<file path="config.mk">
export PLATFORM = sky130hd
export DESIGN_NAME = fifo_flex
export DESIGN_NICKNAME = d
export VERILOG_FILES = /design/src/rtl/fifo_flex.sv
export SDC_FILE = /design/constraint.sdc
export NUM_CORES = 1
export LEC_CHECK = 0
export BUFFER_PORTS_ARGS = -buffer_cell sky130_fd_sc_hd__clkbuf_2
export CORE_ASPECT_RATIO = 0.5
export CORE_MARGIN = 8
export CORE_UTILIZATION = 30
export CTS_CLUSTER_SIZE = 24
export DETAILED_ROUTE_END_ITERATION = 10
export PLACE_DENSITY = 0.56
export RECOVER_POWER = 50
export SLEW_MARGIN = 40
export SYNTH_ARGS = -nofsm -noshare
export SYNTH_HDL_FRONTEND = slang
export SYNTH_SLANG_ARGS = --single-unit
</file>
<file path="constraint.sdc">
create_clock -name clk -period 6.1 [get_ports clk]
set_input_delay 0 -clock clk [delete_from_list [all_inputs] [get_ports clk]]
set_output_delay 0 -clock clk [all_outputs]
set_load 0.02 [all_outputs]
</file>
<file path="src/rtl/fifo_flex.sv">
// fifo_flex: same-clock FIFO with valid/ready on both sides, any depth >= 2,
// FWFT or registered read, threshold flags, fill count and sticky errors.
module fifo_flex #(
    parameter int WIDTH    = 32,
    parameter int DEPTH    = 3,
    parameter int FWFT     = 1,
    parameter int AF_LEVEL = DEPTH - 1,
    parameter int AE_LEVEL = 1,
    parameter int CNT_W    = $clog2(DEPTH + 1)
) (
    input  logic             clk,
    input  logic             reset,
    input  logic             clear,
    input  logic             w_valid,
    output logic             w_ready,
    input  logic [WIDTH-1:0] data_in,
    input  logic             r_ready,
    output logic             r_valid,
    output logic [WIDTH-1:0] data_out,
    output logic             fifo_full,
    output logic             fifo_empty,
    output logic             almost_full,
    output logic             almost_empty,
    output logic [CNT_W-1:0] count,
    output logic             overflow,
    output logic             underflow
);

    localparam int PTR_W = (DEPTH > 2) ? $clog2(DEPTH) : 1;

    localparam logic [PTR_W-1:0] PTR_LAST = PTR_W'(DEPTH - 1);
    localparam logic [PTR_W-1:0] PTR_ONE  = PTR_W'(1);
    localparam logic [CNT_W-1:0] CNT_ONE  = CNT_W'(1);
    localparam logic [CNT_W-1:0] CNT_FULL = CNT_W'(DEPTH);
    localparam logic [CNT_W-1:0] CNT_AF   = CNT_W'(AF_LEVEL);
    localparam logic [CNT_W-1:0] CNT_AE   = CNT_W'(AE_LEVEL);

    logic [WIDTH-1:0] mem [DEPTH];

    logic [PTR_W-1:0] wr_ptr;
    logic [PTR_W-1:0] rd_ptr;
    logic [PTR_W-1:0] wr_ptr_nxt;
    logic [PTR_W-1:0] rd_ptr_nxt;

    logic push;
    logic pop;

    // Status flags come straight from the registered count.
    assign fifo_full    = (count == CNT_FULL);
    assign fifo_empty   = (count == '0);
    assign almost_full  = (count >= CNT_AF);
    assign almost_empty = (count <= CNT_AE);
    assign w_ready      = !fifo_full;

    // A full FIFO refuses writes even when a pop lands in the same cycle.
    assign push = w_valid && !fifo_full && !clear;

    // Pointers wrap explicitly so any depth works, not just powers of two.
    assign wr_ptr_nxt = (wr_ptr == PTR_LAST) ? '0 : wr_ptr + PTR_ONE;
    assign rd_ptr_nxt = (rd_ptr == PTR_LAST) ? '0 : rd_ptr + PTR_ONE;

    // Storage is deliberately left out of reset.
    always_ff @(posedge clk) begin
        if (push) begin
            mem[wr_ptr] <= data_in;
        end
    end

    // Write pointer advances on every accepted word.
    always_ff @(posedge clk or negedge reset) begin
        if (!reset) begin
            wr_ptr <= '0;
        end else if (clear) begin
            wr_ptr <= '0;
        end else if (push) begin
            wr_ptr <= wr_ptr_nxt;
        end
    end

    // Read pointer advances on every popped word.
    always_ff @(posedge clk or negedge reset) begin
        if (!reset) begin
            rd_ptr <= '0;
        end else if (clear) begin
            rd_ptr <= '0;
        end else if (pop) begin
            rd_ptr <= rd_ptr_nxt;
        end
    end

    // Occupancy: push and pop together leave it unchanged.
    always_ff @(posedge clk or negedge reset) begin
        if (!reset) begin
            count <= '0;
        end else if (clear) begin
            count <= '0;
        end else begin
            unique case ({push, pop})
                2'b10:   count <= count + CNT_ONE;
                2'b01:   count <= count - CNT_ONE;
                default: count <= count;
            endcase
        end
    end

    // Sticky error flags; clear wins and suppresses setting them.
    always_ff @(posedge clk or negedge reset) begin
        if (!reset) begin
            overflow  <= 1'b0;
            underflow <= 1'b0;
        end else if (clear) begin
            overflow  <= 1'b0;
            underflow <= 1'b0;
        end else begin
            if (w_valid && fifo_full) begin
                overflow <= 1'b1;
            end
            if (r_ready && fifo_empty) begin
                underflow <= 1'b1;
            end
        end
    end

    generate
        if (FWFT != 0) begin : g_fwft

            // Head word is presented combinationally while not empty.
            assign r_valid  = !fifo_empty;
            assign data_out = fifo_empty ? '0 : mem[rd_ptr];
            assign pop      = !fifo_empty && r_ready && !clear;

        end else begin : g_reg

            logic [WIDTH-1:0] dout_q;
            logic             rvalid_q;

            assign pop      = r_ready && !fifo_empty && !clear;
            assign r_valid  = rvalid_q;
            assign data_out = dout_q;

            // Registered read: word lands one edge after the request and
            // is then held until the next pop.
            always_ff @(posedge clk or negedge reset) begin
                if (!reset) begin
                    dout_q   <= '0;
                    rvalid_q <= 1'b0;
                end else if (clear) begin
                    rvalid_q <= 1'b0;
                end else begin
                    rvalid_q <= pop;
                    if (pop) begin
                        dout_q <= mem[rd_ptr];
                    end
                end
            end

        end
    endgenerate

endmodule
</file>
==> results_dict.tcl <==
set metrics [dict create \
    status "finished, violations left" \
    violations "capacitance limit, slew limit" \
    finalCritPeriodShare_pct 49.3 \
    clk-insertion-delay-late_ns 0.33 \
    power-per-cell-area_nw_per_um2 387 \
    die_w_um 184 \
    routabilityCongestion 0.688 \
    grt.total_usage_pct 9.46 \
    io_buffer_count 78 \
    ff_latch_area_um2 3090 \
    grt_max_degree 36 \
    antenna_cells 0 \
    drt_iter0_markers 134 \
    setup_violations 0 \
    final_cell_mix "edfxtp_1 (96), clkbuf_1 (51), nor2_1 (35), dlygate4sd3_1 (35), mux2i_1 (33)" \
    rsz0062_at_grt "false" \
    ys_types 25 \
    slew_headroom_pct -35.5 \
    grt_pass1_wl_um 13600 \
    grt_pass1_vias 2602 \
    cts.reportedPaths.clkPinSlew_ns 0.06 \
    syn_inst 252 \
    setup.worst_path.class "reg -> out" \
    cts_resized 0 \
    drc 0 \
    hp-class "in -> reg" \
    ir_drop_uv 152 \
    met2_length_um 4550 \
    drive_gt1_share_pct 22.0 \
    maxCapViolCount 1 \
    cts-htree-levels 3 \
    critPathArrivalTime_ns 3.01 \
    die_h_um 100 \
    layout_commonest_cell "edfxtp_1" \
    antenna_found_initial 0 \
    tns_ns 0 \
    fin_skew_ns 0.00425 \
    maxSlewViolCount 36 \
    cp_max_fo 35 \
    synth_area_um2 4240 \
    p_leak_nw 1.84 \
    end_kind "output pin" \
    num_vias 2430 \
    num_rows 30 \
    cts_buffers 9 \
    ios 79 \
    post-route-min-period_ns 3.01 \
    synth_warnings 0 \
    dpl.hpwl_um 5500 \
    synth-seq-area-share_pct 72.7 \
    via_per_inst 4.30 \
    wl_met3_um 290 \
    clock-sinks 104 \
    tightest_slew_ns 2.03 \
    worstPathRequired_ns 6.10 \
    antenna_left 0 \
    startpoint_type "flip-flop" \
    firstDrtPassIters 4 \
    wl_per_cell_um 15.0 \
    syn_to_final_growth_pct 28.6 \
    syn-num-nets 293 \
    grt-ovfl-total 0 \
    start_util_pct 31.0 \
    clk_path_buf_depth 2 \
    totalWireLength_um 8490 \
    fmax_mhz 332 \
    postLayoutCoreUtil_pct 39.9 \
    top_layer "met4" \
    tritoncts "built" \
    fillers 1305 \
    synth.avg_cell_area_um2 16.8 \
    ys_ff_latch 104 \
    fin_nets 410 \
    hold_violations 0 \
    multi_input_area_um2 1090 \
    die_area_um2 18400 \
    core_area_um2 13700 \
    cts_root_buffer "clkbuf_16" \
    wl_met1_um 3590 \
]
==> metal layers <==
metal | track usage, % | vias to the layer above
met3 | 2.85 | 4
met2 | 17.7 | 33
met4 | 2.59 | 0
li1 | - | 1173
met5 | 0 | -
met1 | 10.3 | 1220
==> final cells by class <==
type                       instances  share of cell area, %
clock inverter                     5                   1.33
inverter                           4                  0.275
tap                              192                   4.40
clock buffer                      10                   4.20
timing repair buffer             119                   13.2
multi-input combinational        131                   20.0
sequential                       104                   56.6
==> registers in the layout (all words and copies together) (netlist names) <==
name,flops
wr_ptr,2
mem,96
count,2
underflow,1
rd_ptr,2
overflow,1
==> worst paths after layout <==
check / from / endpoint / slack (ns) / cells past startpoint
max reg2reg: count[1] / mem[1][4] / 3.57 / 4
min reg2reg: underflow / underflow / 0.50 / 2
max in group asynchronous: reset / rd_ptr[1] / 5.62 / 2
min in group asynchronous: reset / overflow / 0.14 / 2
max: rd_ptr[0] / data_out[10] / 3.09 / 5
min: clear / rd_ptr[0] / 0.07 / 2
==> where the power goes <==
| part | internal, mW | switching, mW | total [mW] |
|---|---|---|---|
| Combinational | 0.248 | 0.428 | 0.676 |
| Sequential | 0.824 | 0.0311 | 0.855 |
| Clock | 0.354 | 0.226 | 0.579 |
| Total | 1.43 | 0.685 | 2.11 |
==> Yosys cell counts (all sizes together) <==
master / n / area (um^2)
a21oi: 6 / 30.0
or2: 1 / 6.26
nand3b: 2 / 15.0
mux2: 32 / 360
nor4b: 2 / 17.5
inv: 4 / 15.0
dfrtp: 8 / 200
ha: 4 / 50.1
nor3b: 1 / 7.51
nor4: 1 / 6.26
or3: 2 / 12.5
clkbuf: 4 / 15.0
nand2: 4 / 15.0
nand2b: 3 / 18.8
edfxtp: 96 / 2880
buf: 9 / 72.6
mux2i: 33 / 330
xnor3: 1 / 22.5
nor2: 35 / 131
o31ai: 1 / 7.51
and2b: 1 / 7.51
nor2b: 1 / 6.26
a2111o: 1 / 11.3
==> cells by family after synthesis <==
logic type	count (synthesis)	synth area share [%]
adder cells (fa/ha/maj)	4	1.18
AND/OR/NAND/NOR	53	5.75
flip-flops	104	72.7
multiplexers	65	16.3
AO/OA/AOI/OAI	8	1.15
XOR/XNOR	1	0.531
buffers and inverters	17	2.42
==> stage by stage <==
step	total power, mW	hold slack (ns)	cell area, um^2	worst slack (ns)	std cells
global route	2.23	0.0751	5460	2.80	565
global placement	1.56	-0.136	4850	3.33	515
finish	2.11	0.0654	5460	3.09	565
detailed placement	1.56	-0.136	4870	3.54	515
CTS	2.16	0.0452	5520	3.54	565
floorplan	1.34	-0.296	4240	1.07	252
==> what timing repair did <==
item / in CTS / in global routing
setup buffers: 0 / 0
hold buffers: 35 / 0
endpoints found under the hold margin: 106 / 0
==> worst max-delay path, stage by stage (launching register included) <==
cell and delay (ns):
dfrtp_1 0.32, clkbuf_1 1.45, mux2_2 0.39, mux2i_1 0.07, nor2_1 0.17, clkbuf_1 0.25
No activity file was read; power rests on OpenSTA's default activity.
